**config.mk**
```make
export PLATFORM = sky130hd
export DESIGN_NAME = cart_rom_arbiter
export DESIGN_NICKNAME = d
export VERILOG_FILES = /design/src/rtl/cart_rom_arbiter.sv
export SDC_FILE = /design/constraint.sdc
export NUM_CORES = 1
export LEC_CHECK = 0
export CAP_MARGIN = 20
export CORE_ASPECT_RATIO = 1.25
export CORE_MARGIN = 4
export CORE_UTILIZATION = 37
export DETAILED_ROUTE_END_ITERATION = 16
export MAX_ROUTING_LAYER = met4
export PLACE_DENSITY = 0.77
export REMOVE_ABC_BUFFERS = 1
export SETUP_SLACK_MARGIN = 0.5
export SYNTH_ARGS = -nofsm -noshare
export SYNTH_HDL_FRONTEND = slang
export SYNTH_SLANG_ARGS = --single-unit
```
**constraint.sdc**
```tcl
create_clock -name clk_sys -period 1.6 [get_ports clk_sys]
set_clock_uncertainty 0.05 [all_clocks]
set_input_delay 0.32 -clock clk_sys [delete_from_list [all_inputs] [get_ports clk_sys]]
set_output_delay 0.32 -clock clk_sys [all_outputs]
set_load 0.005 [all_outputs]
```
**src/rtl/cart_rom_arbiter.sv**
```systemverilog
// Shares one single-port cartridge ROM between two GB readers (round-robin) and, when
// CART_DL_PORT_EN is defined, a download writer that takes absolute priority.
module cart_rom_arbiter #(
    parameter int unsigned ADDR_W  = 24,
    parameter int unsigned DATA_W  = 16,
    parameter int unsigned MEM_LAT = 2
) (
    input  logic              clk_sys,
    input  logic              reset_n,
    input  logic              req1_valid,
    input  logic [ADDR_W-1:0] req1_addr,
    output logic              req1_ack,
    output logic [DATA_W-1:0] req1_data,
    input  logic              req2_valid,
    input  logic [ADDR_W-1:0] req2_addr,
    output logic              req2_ack,
    output logic [DATA_W-1:0] req2_data,
`ifdef CART_DL_PORT_EN
    input  logic              dl_wr,
    input  logic [ADDR_W-1:0] dl_addr,
    input  logic [DATA_W-1:0] dl_data,
    output logic              dl_busy,
`endif
    output logic              mem_rd,
    output logic              mem_we,
    output logic [ADDR_W-1:0] mem_addr,
    output logic [DATA_W-1:0] mem_din,
    input  logic [DATA_W-1:0] mem_dout
);

    typedef enum logic [1:0] {StIdle, StWait, StDone, StWr} state_e;

    localparam logic [3:0] LatCnt = 4'(MEM_LAT);

    state_e            state_q, state_d;
    logic [3:0]        cnt_q, cnt_d;
    logic              gnt2_q, gnt2_d;
    // Last GB served: 1 = GB2, so GB1 wins the first tie after reset.
    logic              rr2_q, rr2_d;
    logic              mem_rd_q, mem_rd_d;
    logic [ADDR_W-1:0] mem_addr_q, mem_addr_d;
    logic              req1_ack_q, req1_ack_d;
    logic              req2_ack_q, req2_ack_d;
    logic [DATA_W-1:0] req1_data_q, req1_data_d;
    logic [DATA_W-1:0] req2_data_q, req2_data_d;
    logic              pick2;

`ifdef CART_DL_PORT_EN
    logic              mem_we_q, mem_we_d;
    logic [DATA_W-1:0] mem_din_q, mem_din_d;
    logic              dl_pend_q, dl_pend_d;
    logic [ADDR_W-1:0] dl_addr_q, dl_addr_d;
    logic [DATA_W-1:0] dl_data_q, dl_data_d;
    logic              pend_clr;
`endif

    assign pick2 = req2_valid && (!req1_valid || !rr2_q);

    always_comb begin
        state_d     = state_q;
        cnt_d       = cnt_q;
        gnt2_d      = gnt2_q;
        rr2_d       = rr2_q;
        mem_rd_d    = 1'b0;
        mem_addr_d  = mem_addr_q;
        req1_ack_d  = 1'b0;
        req2_ack_d  = 1'b0;
        req1_data_d = req1_data_q;
        req2_data_d = req2_data_q;
`ifdef CART_DL_PORT_EN
        mem_we_d    = 1'b0;
        mem_din_d   = mem_din_q;
        pend_clr    = 1'b0;
`endif
        case (state_q)
            StIdle: begin
`ifdef CART_DL_PORT_EN
                if (dl_pend_q) begin
                    mem_we_d   = 1'b1;
                    mem_addr_d = dl_addr_q;
                    mem_din_d  = dl_data_q;
                    state_d    = StWr;
                end else
`endif
                if (req1_valid || req2_valid) begin
                    mem_rd_d   = 1'b1;
                    mem_addr_d = pick2 ? req2_addr : req1_addr;
                    cnt_d      = LatCnt;
                    gnt2_d     = pick2;
                    state_d    = StWait;
                end
            end
            StWait: begin
                cnt_d = cnt_q - 4'd1;
                if (cnt_q == 4'd1) begin
                    if (gnt2_q) begin
                        req2_ack_d  = 1'b1;
                        req2_data_d = mem_dout;
                    end else begin
                        req1_ack_d  = 1'b1;
                        req1_data_d = mem_dout;
                    end
                    rr2_d   = gnt2_q;
                    state_d = StDone;
                end
            end
            // Requester drops valid on ack; this cycle keeps the stale request from re-granting.
            StDone: state_d = StIdle;
`ifdef CART_DL_PORT_EN
            StWr: begin
                pend_clr = 1'b1;
                state_d  = StIdle;
            end
`endif
            default: state_d = StIdle;
        endcase
    end

    always_ff @(posedge clk_sys or negedge reset_n) begin
        if (!reset_n) begin
            state_q     <= StIdle;
            cnt_q       <= 4'd0;
            gnt2_q      <= 1'b0;
            rr2_q       <= 1'b1;
            mem_rd_q    <= 1'b0;
            mem_addr_q  <= '0;
            req1_ack_q  <= 1'b0;
            req2_ack_q  <= 1'b0;
            req1_data_q <= '0;
            req2_data_q <= '0;
        end else begin
            state_q     <= state_d;
            cnt_q       <= cnt_d;
            gnt2_q      <= gnt2_d;
            rr2_q       <= rr2_d;
            mem_rd_q    <= mem_rd_d;
            mem_addr_q  <= mem_addr_d;
            req1_ack_q  <= req1_ack_d;
            req2_ack_q  <= req2_ack_d;
            req1_data_q <= req1_data_d;
            req2_data_q <= req2_data_d;
        end
    end

`ifdef CART_DL_PORT_EN
    // A strobe while a write is still pending is dropped, not queued.
    always_comb begin
        dl_pend_d = dl_pend_q;
        dl_addr_d = dl_addr_q;
        dl_data_d = dl_data_q;
        if (pend_clr) begin
            dl_pend_d = 1'b0;
        end
        if (dl_wr && !dl_pend_q) begin
            dl_pend_d = 1'b1;
            dl_addr_d = dl_addr;
            dl_data_d = dl_data;
        end
    end

    always_ff @(posedge clk_sys or negedge reset_n) begin
        if (!reset_n) begin
            mem_we_q  <= 1'b0;
            mem_din_q <= '0;
            dl_pend_q <= 1'b0;
            dl_addr_q <= '0;
            dl_data_q <= '0;
        end else begin
            mem_we_q  <= mem_we_d;
            mem_din_q <= mem_din_d;
            dl_pend_q <= dl_pend_d;
            dl_addr_q <= dl_addr_d;
            dl_data_q <= dl_data_d;
        end
    end

    assign mem_we  = mem_we_q;
    assign mem_din = mem_din_q;
    assign dl_busy = dl_pend_q;
`else
    assign mem_we  = 1'b0;
    assign mem_din = '0;
`endif

    assign mem_rd    = mem_rd_q;
    assign mem_addr  = mem_addr_q;
    assign req1_ack  = req1_ack_q;
    assign req2_ack  = req2_ack_q;
    assign req1_data = req1_data_q;
    assign req2_data = req2_data_q;

endmodule

```
==> flow_summary.toml <==
[outcome]
status = "finished with violations"
violations = "negative setup slack"

[global_routing]
antenna_found_initial = 0
track_usage = 0.177
use_met3 = 0.0562
grt_overflow = 0
grt_max_degree = 68
use_met1 = 0.183
met2_usage = 0.314
top_usage_layer = "met2"
grt_pass1_wl_um = 12400
grt_pass1_vias = 2429

[routing]
antenna_left = 0
wire_per_inst_um = 17.5
dr_total_vias = 2282
first_pass_iters = 4
initialDrtViolationCount = 40
postRouteWirelength_um = 8510
post-route-drc-count = 0
vias_per_cell = 4.71

[synth]
yosysWarnings = 0
seq_area_frac_synth = 0.552
ys_seq_elements = 67
ys.flop_type = "dfrtp_1"
yosysTopAreaCellShare = 0.544
synth_edf_count = 0
synthCells = 202
synth-async-reset-ratio = 1.00
ys_top_cells_by_area = "dfrtp_1 54%, mux2_2 27%, buf_4 4.7%"
synth.distinct_cells = 29
syn_area_um2 = 3040
yosysTopAreaCell = "dfrtp_1"
yosys.cell_count.top_type = "mux2_2"
synthTopCellsByCount = "73 x mux2_2, 66 x dfrtp_1, 19 x buf_4"
avgSynthCellArea_um2 = 15.0

[setup_path]
timing.rr.end = "mem_addr[16]"
timing.rr.start = "rr2_q"
arrival_ps = 1890
crit_path_top_delay_cell = "dfstp_2"
timing.critical_path.mode_cell = "buf_12"
critical_path_class = "reg -> reg"
crit_path_start_kind = "register"
reg2reg_slack_ps = -110
cp.buffers_inverters = 3
path_max_fanout = 6
required_ps = 1780
cpLargestDelayFamily = "flip-flops"
cpPeakStageDelay_ps = 560
path_cells = "a21boi_4 -> buf_12 -> buf_12 -> buf_16 -> mux2_2 -> mux2_4"
endpoint_kind = "register"
ff2ff_path_depth = 6

[worst_hold_path]
holdPathEnd = "req1_data[3]"
worstHoldStart = "req1_data[3]"
hold_depth = 1
hp-class = "reg -> reg"

[sta]
fin_crit_sh = 1.07
clock.fmax_ghz = 0.584
fin_crit_ps = 1710
setup_ws_ps = -111
drv_slew = 0
setup_violations = 46
finalSetupTns_ps = -3260
rsz0062_at_grt = "true"
hold_viol_final = 0

[power_and_ir_drop]
ir_worst_vdd_v = 0.000977
leakage_nw = 2.42
power_w = 0.00868
p_per_area_nw_per_um2 = 1720

[clocking]
cts_num_sinks = 67
root_buffer = "clkbuf_8"
h-tree-depth = 3
clockBufferDepth = 2
cts_tree = "built"
path_clk_slew_ps = 70
clkLatencyLatePin_ps = 340
cts_buffers = 9

[layout]
seq_area_um2 = 1680
n_fill_cell = 618
final_nets = 455
diodes = 0
multi_input_comb_area_um2 = 1360
drive_gt1_frac = 0.574
final-instance-count-excl-fill = 485
area_growth_pct = 66.3

[die]
die_area_um2 = 9730
dieHeight_um = 109
start_util = 0.385
core_area_um2 = 7880
die-width_um = 89.0
io_pins = 144
row_count = 36

[placed_design]
place_congestion = 0.719
dp.final_hpwl_um = 5050
io_buffers = 126
dp_cells = 426

[run]
drv_cap = 0
==> cells by family after synthesis <==
| kind of cell | after synthesis | share of synthesized area |
|---|---|---|
| muxes | 82 | 0.313 |
| DFF | 67 | 0.552 |
| buffers and inverters | 29 | 0.0708 |
| and+or+nand+nor | 14 | 0.0350 |
| AOI/OAI and AO/OA | 6 | 0.0161 |
| adders and majority gates | 2 | 0.00824 |
| other | 1 | 0.00123 |
| xor gates and xnor gates | 1 | 0.00288 |
==> area by class of cell <==
| type | instances | share of cell area |
|---|---|---|
| sequential | 67 | 0.332 |
| timing repair buffer | 181 | 0.331 |
| clock buffer | 15 | 0.0349 |
| multi-input combinational | 122 | 0.269 |
| tap | 95 | 0.0235 |
| inverter | 4 | 0.00297 |
| clock inverter | 1 | 0.00595 |
==> power by group <==
part / total [W] / internal (W) / switching (W)
Clock: 0.00145 / 0.000851 / 0.000601
Sequential: 0.00298 / 0.00254 / 0.000447
Combinational: 0.00424 / 0.00277 / 0.00147
Total: 0.00868 / 0.00616 / 0.00252
==> layout by cell type, fill, tap and decap left out, types with 2 or more instances in the layout <==
master,n
dfrtp_1,65
clkdlybuf4s50_1,64
buf_2,60
mux2_2,48
mux2_4,33
buf_4,27
conb_1,17
clkbuf_8,12
buf_6,10
buf_12,10
buf_16,6
nand2_1,4
inv_2,3
clkbuf_1,3
nor2_1,2
ha_4,2
dlygate4sd2_1,2
==> flip-flops by register name, indices dropped and copies added, names as in the netlist <==
| register | cells |
|---|---|
| req1_ack | 1 |
| rr2_q | 1 |
| state_q | 2 |
| req1_data | 16 |
| mem_rd | 1 |
| mem_addr | 24 |
| gnt2_q | 1 |
| req2_ack | 1 |
| cnt_q | 4 |
| req2_data | 16 |
==> stage by stage <==
| stage | cell area, um2 | setup slack (ps) | hold WS [ps] | util |
|---|---|---|---|---|
| finish | 5050 | -111 | 454 | 0.641 |
| global route | 5050 | -195 | 472 | 0.641 |
| floorplan | 2900 | -1430 | -25.6 | - |
| detailed placement | 4420 | -413 | 318 | 0.560 |
| CTS | 4910 | -104 | 456 | 0.623 |
| global placement | 4420 | -399 | 312 | 0.560 |
==> layer usage <==
layer | up-vias | wire length (um)
met5 | - | 0
li1 | 1038 | -
met1 | 1125 | 3190
met2 | 108 | 4380
met4 | 0 | 134
met3 | 11 | 795
==> worst max-delay path by stage <==
stage	startpoint	endpoint	slack (ps)	cells past startpoint
2_1_floorplan	state_q[1]	gnt2_q	-1430	2
3_3_place_gp	req2_valid	mem_addr[13]	-400	5
3_5_place_dp	req2_valid	mem_addr[13]	-410	5
4_1_cts	cnt_q[1]	req2_data[15]	-100	6
5_1_grt	cnt_q[1]	req2_data[2]	-190	6
6_report	rr2_q	mem_addr[16]	-110	6
==> repair_timing <==
| item | 4_1_cts | 5_1_grt |
|---|---|---|
| endpoints found under the setup margin | 125 | 126 |
| endpoints found under the hold margin | 66 | 0 |
| pin swaps | 2 | 3 |
| gates cloned | 6 | 1 |
| hold buffers | 1 | 0 |
| resized for setup | 281 | 12 |
| setup buffers | 26 | 9 |
(Power assumes the default switching activity.)
